`src/rtl/mem_stage_pkg.sv`:
```
// rtl/mem_stage_pkg.sv - shared state encoding and memory-control constants for mem_stage
package mem_stage_pkg;

   typedef enum logic [1:0] {
      IDLE   = 2'd0,
      ACCESS = 2'd1,
      DONE   = 2'd2
   } state_t;

   localparam int MEM_R_BIT         = 1;
   localparam int MEM_W_BIT         = 0;
   localparam int DEFAULT_BASE_ADDR = 1024;

endpackage

```
`src/rtl/mem_wb_reg.sv`:
```
// rtl/mem_wb_reg.sv - MEM/WB pipeline register with bubble load
module mem_wb_reg (
   input  logic        clk,
   input  logic        rst,
   input  logic        bubble,
   input  logic        wb_en_d,
   input  logic        mem_r_en_d,
   input  logic [4:0]  dest_d,
   input  logic [31:0] alu_d,
   input  logic [31:0] data_d,
   output logic        wb_en_q,
   output logic        mem_r_en_q,
   output logic [4:0]  dest_q,
   output logic [31:0] alu_q,
   output logic [31:0] data_q
);

   // A bubble only needs to kill the two enables; the payload is don't-care downstream.
   always_ff @(posedge clk or negedge rst) begin
      if (!rst) begin
         wb_en_q    <= 1'b0;
         mem_r_en_q <= 1'b0;
         dest_q     <= 5'd0;
         alu_q      <= 32'd0;
         data_q     <= 32'd0;
      end else begin
         wb_en_q    <= wb_en_d & ~bubble;
         mem_r_en_q <= mem_r_en_d & ~bubble;
         dest_q     <= dest_d;
         alu_q      <= alu_d;
         data_q     <= data_d;
      end
   end

endmodule

```
`src/rtl/mem_stage.sv`:
```
// rtl/mem_stage.sv - pipeline memory stage with req/ack data-memory handshake
// Optional access watchdog and sticky mem_err port enabled by MEM_TIMEOUT_EN.
module mem_stage
   import mem_stage_pkg::*;
#(
   parameter int BASE_ADDR = DEFAULT_BASE_ADDR,
   parameter int ADDR_W    = 8
`ifdef MEM_TIMEOUT_EN
   , parameter int TIMEOUT_CYCLES = 15
`endif
) (
   input  logic              clk,
   input  logic              rst,
   input  logic              WB_en_in,
   input  logic [1:0]        MEM_Signal_in,
   input  logic [4:0]        dest_in,
   input  logic [31:0]       ALU_result_in,
   input  logic [31:0]       reg2_in,
   output logic              mem_req,
   output logic              mem_we,
   output logic [ADDR_W-1:0] mem_addr,
   output logic [31:0]       mem_wdata,
   input  logic [31:0]       mem_rdata,
   input  logic              mem_ack,
   output logic              freeze,
   output logic              WB_en_out,
   output logic              MEM_R_en_out,
   output logic [4:0]        dest_out,
   output logic [31:0]       ALU_result_out,
   output logic [31:0]       mem_data_out
`ifdef MEM_TIMEOUT_EN
   , output logic            mem_err
`endif
);

   state_t state, state_nxt;

   logic              is_mem;
   logic              timeout;
   logic              freeze_c;
   logic              bubble;
   logic              wb_d, mr_d;
   logic [4:0]        dest_d;
   logic [31:0]       alu_d, data_d;
   logic [ADDR_W-1:0] addr_d;

   logic              req_q, we_q, wb_q, mr_q;
   logic [4:0]        dest_q;
   logic [31:0]       alu_q, wdata_q, rdata_q;
   logic [ADDR_W-1:0] addr_q;

   assign is_mem = |MEM_Signal_in;
   // Offset from the base, drop byte lanes, and let the cast wrap into the memory depth.
   assign addr_d = ADDR_W'((ALU_result_in - 32'(BASE_ADDR)) >> 2);

`ifdef MEM_TIMEOUT_EN
   localparam int CNT_W = $clog2(TIMEOUT_CYCLES + 1);
   logic [CNT_W-1:0] cnt;

   assign timeout = (state == ACCESS) && !mem_ack && (cnt == CNT_W'(TIMEOUT_CYCLES - 1));

   always_ff @(posedge clk or negedge rst) begin
      if (!rst) begin
         cnt     <= '0;
         mem_err <= 1'b0;
      end else begin
         cnt <= (state == ACCESS) ? cnt + 1'b1 : '0;
         if (timeout) mem_err <= 1'b1;
      end
   end
`else
   assign timeout = 1'b0;
`endif

   always_ff @(posedge clk or negedge rst) begin
      if (!rst) state <= IDLE;
      else      state <= state_nxt;
   end

   always_comb begin
      state_nxt = state;
      freeze_c  = 1'b0;
      bubble    = 1'b0;
      wb_d      = WB_en_in;
      mr_d      = 1'b0;
      dest_d    = dest_in;
      alu_d     = ALU_result_in;
      data_d    = 32'd0;
      case (state)
         IDLE: begin
            if (is_mem) begin
               freeze_c  = 1'b1;
               bubble    = 1'b1;
               state_nxt = ACCESS;
            end
         end
         ACCESS: begin
            freeze_c = 1'b1;
            bubble   = 1'b1;
            if (mem_ack || timeout) state_nxt = DONE;
         end
         DONE: begin
            wb_d      = wb_q;
            mr_d      = mr_q;
            dest_d    = dest_q;
            alu_d     = alu_q;
            data_d    = mr_q ? rdata_q : 32'd0;
            state_nxt = IDLE;
         end
         default: state_nxt = IDLE;
      endcase
   end

   // Operation is latched on entry so upstream contents are irrelevant until DONE.
   always_ff @(posedge clk or negedge rst) begin
      if (!rst) begin
         req_q   <= 1'b0;
         we_q    <= 1'b0;
         wb_q    <= 1'b0;
         mr_q    <= 1'b0;
         dest_q  <= 5'd0;
         alu_q   <= 32'd0;
         wdata_q <= 32'd0;
         rdata_q <= 32'd0;
         addr_q  <= '0;
      end else begin
         case (state)
            IDLE: begin
               if (is_mem) begin
                  req_q   <= 1'b1;
                  we_q    <= MEM_Signal_in[MEM_W_BIT] & ~MEM_Signal_in[MEM_R_BIT];
                  wb_q    <= WB_en_in;
                  mr_q    <= MEM_Signal_in[MEM_R_BIT];
                  dest_q  <= dest_in;
                  alu_q   <= ALU_result_in;
                  wdata_q <= reg2_in;
                  addr_q  <= addr_d;
               end
            end
            ACCESS: begin
               if (mem_ack) begin
                  req_q   <= 1'b0;
                  rdata_q <= mem_rdata;
               end else if (timeout) begin
                  req_q   <= 1'b0;
                  rdata_q <= 32'd0;
               end
            end
            default: ;
         endcase
      end
   end

   assign mem_req   = req_q;
   assign mem_we    = req_q & we_q;
   assign mem_addr  = addr_q;
   assign mem_wdata = wdata_q;
   assign freeze    = freeze_c & rst;

   mem_wb_reg u_mem_wb_reg (
      .clk        (clk),
      .rst        (rst),
      .bubble     (bubble),
      .wb_en_d    (wb_d),
      .mem_r_en_d (mr_d),
      .dest_d     (dest_d),
      .alu_d      (alu_d),
      .data_d     (data_d),
      .wb_en_q    (WB_en_out),
      .mem_r_en_q (MEM_R_en_out),
      .dest_q     (dest_out),
      .alu_q      (ALU_result_out),
      .data_q     (mem_data_out)
   );

endmodule

```
`config.mk`:
```
export PLATFORM = sky130hd
export DESIGN_NAME = mem_stage
export DESIGN_NICKNAME = d
export VERILOG_FILES = /design/src/rtl/mem_stage_pkg.sv /design/src/rtl/mem_wb_reg.sv /design/src/rtl/mem_stage.sv
export SDC_FILE = /design/constraint.sdc
export NUM_CORES = 1
export LEC_CHECK = 0
export CAP_MARGIN = 25
export CORE_UTILIZATION = 50
export DETAILED_ROUTE_END_ITERATION = 12
export HOLD_SLACK_MARGIN = 0.03
export PLACE_DENSITY_LB_ADDON = 0.25
export SKIP_CTS_REPAIR_TIMING = 1
export SLEW_MARGIN = 20
export SYNTH_ARGS = -nofsm -noshare
export SYNTH_HDL_FRONTEND = slang
export SYNTH_SLANG_ARGS = --single-unit
export TNS_END_PERCENT = 100
```
`constraint.sdc`:
```
create_clock -name clk -period 2.1 [get_ports clk]
set_clock_uncertainty 0.05 [all_clocks]
set_input_delay 0.315 -clock clk [delete_from_list [all_inputs] [get_ports clk]]
set_output_delay 0.315 -clock clk [all_outputs]
set_load 0.02 [all_outputs]
```
==> impl_metrics.json, run 1 <==
{
  "die_y_um": 119,
  "ios": 221,
  "cp_slowest_stage_delay_ps": 620,
  "ys_seq_area_share_pct": 64.7,
  "fillCellCount": 859,
  "cts_buffers": 17,
  "rsz0062_at_grt": "no",
  "cellPowerDensity_nw_per_um2": 1330,
  "worstReg2RegEnd": "u_mem_wb_reg.alu_q[28]",
  "worst_ep_arrival_time_ps": 1550,
  "antenna_found_initial": 0,
  "place_area_um2": 9260,
  "layout_commonest_cell": "clkdlybuf4s50_1",
  "grt_start_max_net_pins": 179,
  "fin_area_um2": 9880,
  "fmax_mhz": 522,
  "die_w_um": 119,
  "globalplace.congestion": 0.740,
  "worst_slew_pin_slew_ps": 947,
  "drt_iter0_markers": 157,
  "cts_tree": "done",
  "cp_num_buf_inv": 1,
  "synth_fp_nets": 507,
  "synth.area.top_cells": "dfrtp_1 65%, mux2_4 15%, mux2_2 12%",
  "crit_family": "buffers and inverters",
  "syn_area_um2": 6890,
  "hpwlAfterDp_mm": 9.76,
  "maxCapViolations": 0,
  "outcome": "complete, but fails checks",
  "synth_cell_types": 25,
  "whs_ps": -3.81,
  "via_per_inst": 4.99,
  "post-synth-top-area-cell": "dfrtp_1",
  "clock_path_buffers": 2,
  "synth_top_area_share_pct": 64.7,
  "dp_slack_ps": 36.0,
  "port_buffers": 220,
  "grt_pass1_vias": 4374,
  "period_needed_ps": 1920,
  "drive_gt1_share_pct": 30.1,
  "synth-seq-cells": 178,
  "yosysWarnings": 0,
  "hold_path_class": "in -> async",
  "clock-sinks": 178,
  "required_ps": 1740,
  "end_kind": "output pin",
  "grt_usage_pct": 21.5,
  "drt-pass1-iter-count": 4,
  "r2r_cells": 3,
  "worstPathMaxFanout": 4,
  "drt-total-wl_mm": 14.6,
  "clock_latency_ps": 420,
  "ctsRootBufferMaster": "clkbuf_16",
  "start_util_pct": 51.6,
  "drtAntennaViolNets": 0,
  "drv_slew": 0,
  "rrSetupSlack_ps": 400,
  "layout.nets": 731,
  "power.leakage_nw": 4.55,
  "finalHoldViolCount": 1,
  "grt_pass1_wl_mm": 23.4,
  "violations": "hold timing",
  "ir_drop_mv": 0.780,
  "syn2layout_area_growth_pct": 43.4,
  "htree_levels": 4,
  "setup_ws_ps": 184,
  "drc": 0,
  "slew_headroom_pct": 36.9,
  "die_area_um2": 14200,
  "clkTransAtPathRegs_ps": 70,
  "most-common-layout-cells": "218 x clkdlybuf4s50_1, 178 x dfrtp_1, 71 x mux2_2",
  "core-area_um2": 13300,
  "wl_per_cell_um": 18.0,
  "post-route-util_pct": 74.0,
  "cp-start-kind": "flop",
  "cp_slowest_cell": "clkdlybuf4s50_1",
  "r2r_start": "state[1]",
  "rows": 42,
  "diodes": 0,
  "timing.final.crit_share_pct": 91.3,
  "grt_remaining_overflow": 0,
  "syn_area_per_cell_um2": 17.2,
  "vias": 4055,
  "worstPathCellList": "and2_1 -> clkdlybuf4s50_1",
  "finalSetupViolations": 0,
  "p_total_mw": 13.2,
  "synthCells": 400,
  "critPathKind": "reg -> out"
}
[report_power, final]
part / switching (mW) / total, mW / internal, mW
clock network: 1.40 / 3.31 / 1.91
logic: 1.87 / 4.60 / 2.73
registers: 0.637 / 5.25 / 4.62
total: 3.91 / 13.2 / 9.25
[registers in the layout, summed over array words and instances (netlist names), 2 cells and up]
name,cells
u_mem_wb_reg.data_q,32
state,2
rdata_q,32
dest_q,5
mem_wdata,32
u_mem_wb_reg.dest_q,5
alu_q,32
u_mem_wb_reg.alu_q,32
[area by class of cell]
cell class	instances	area [µm²]	share of cell area (%)
clock buffers	17	425	4.31
repair buffers	235	2390	24.2
flip-flops and latches	178	4450	45.1
well taps	176	220	2.23
inverters	2	7.51	0.0760
multi-input cells	190	2180	22.1
clock inverters	15	196	1.99
[worst max path at each step]
| stage | start | slack (ps) | to | depth (start not counted) |
|---|---|---|---|---|
| CTS | state[1] | -90 | freeze | 2 |
| finish | mem_req | 180 | mem_we | 2 |
| global route | mem_req | 110 | mem_we | 2 |
| detailed placement | MEM_Signal_in[0] | 40 | freeze | 4 |
| global placement | MEM_Signal_in[0] | 60 | freeze | 4 |
| floorplan | state[0] | 700 | freeze | 3 |
[per-layer routing]
| layer | GRT usage (%) | routed length (µm) | vias up |
|---|---|---|---|
| li1 | - | - | 1832 |
| met5 | 0 | 0 | - |
| met3 | 7.18 | 1070 | 15 |
| met2 | 34.6 | 7110 | 160 |
| met4 | 7.11 | 188 | 0 |
| met1 | 27.5 | 6270 | 2048 |
[synth_stat cells (all sizes together)]
library cell    n
nor3b           1
a22o            1
a21oi           2
buf            24
nor3            1
nor2            2
inv             2
clkbuf          6
and2            2
a32o            1
o21ai           2
a211oi          1
nor2b           1
dfrtp         178
nand3           1
mux2          140
nand2           1
nand3b          1
nand2b          1
and3           32
[cells by family (layout without fill, tap and decap cells)]
| group | count (synthesis) | count (layout) | share of synthesized area (%) |
|---|---|---|---|
| mux | 140 | 140 | 26.6 |
| compound gates | 7 | 7 | 0.836 |
| buf+inv | 32 | 269 | 3.76 |
| simple gates | 43 | 43 | 4.09 |
| flops | 178 | 178 | 64.7 |
[metrics by stage]
| stage | TNS (ps) | hold WS (ps) | instances |
|---|---|---|---|
| 5_1_grt | 0 | 122 | 813 |
| 3_5_place_dp | 0 | 437 | 781 |
| 3_3_place_gp | 0 | 429 | 781 |
| 6_report | 0 | -3.81 | 813 |
| 2_1_floorplan | 0 | -30.6 | 400 |
| 4_1_cts | -88.3 | 87.8 | 813 |
Note: power is estimated with default switching activity, not from simulation.
==> run 2: changes to the inputs <==
GPL_ROUTABILITY_DRIVEN = 0   (was unset)
SKIP_LAST_GASP = 1   (was unset)
==> results of run 2 <==
Final layout, timing and power as in run 1 (identical DEF).
==> run 3: changes to the inputs <==
TNS_END_PERCENT = unset   (was 100)
==> results of run 3 <==
Final layout, timing and power as in run 1 (identical DEF).
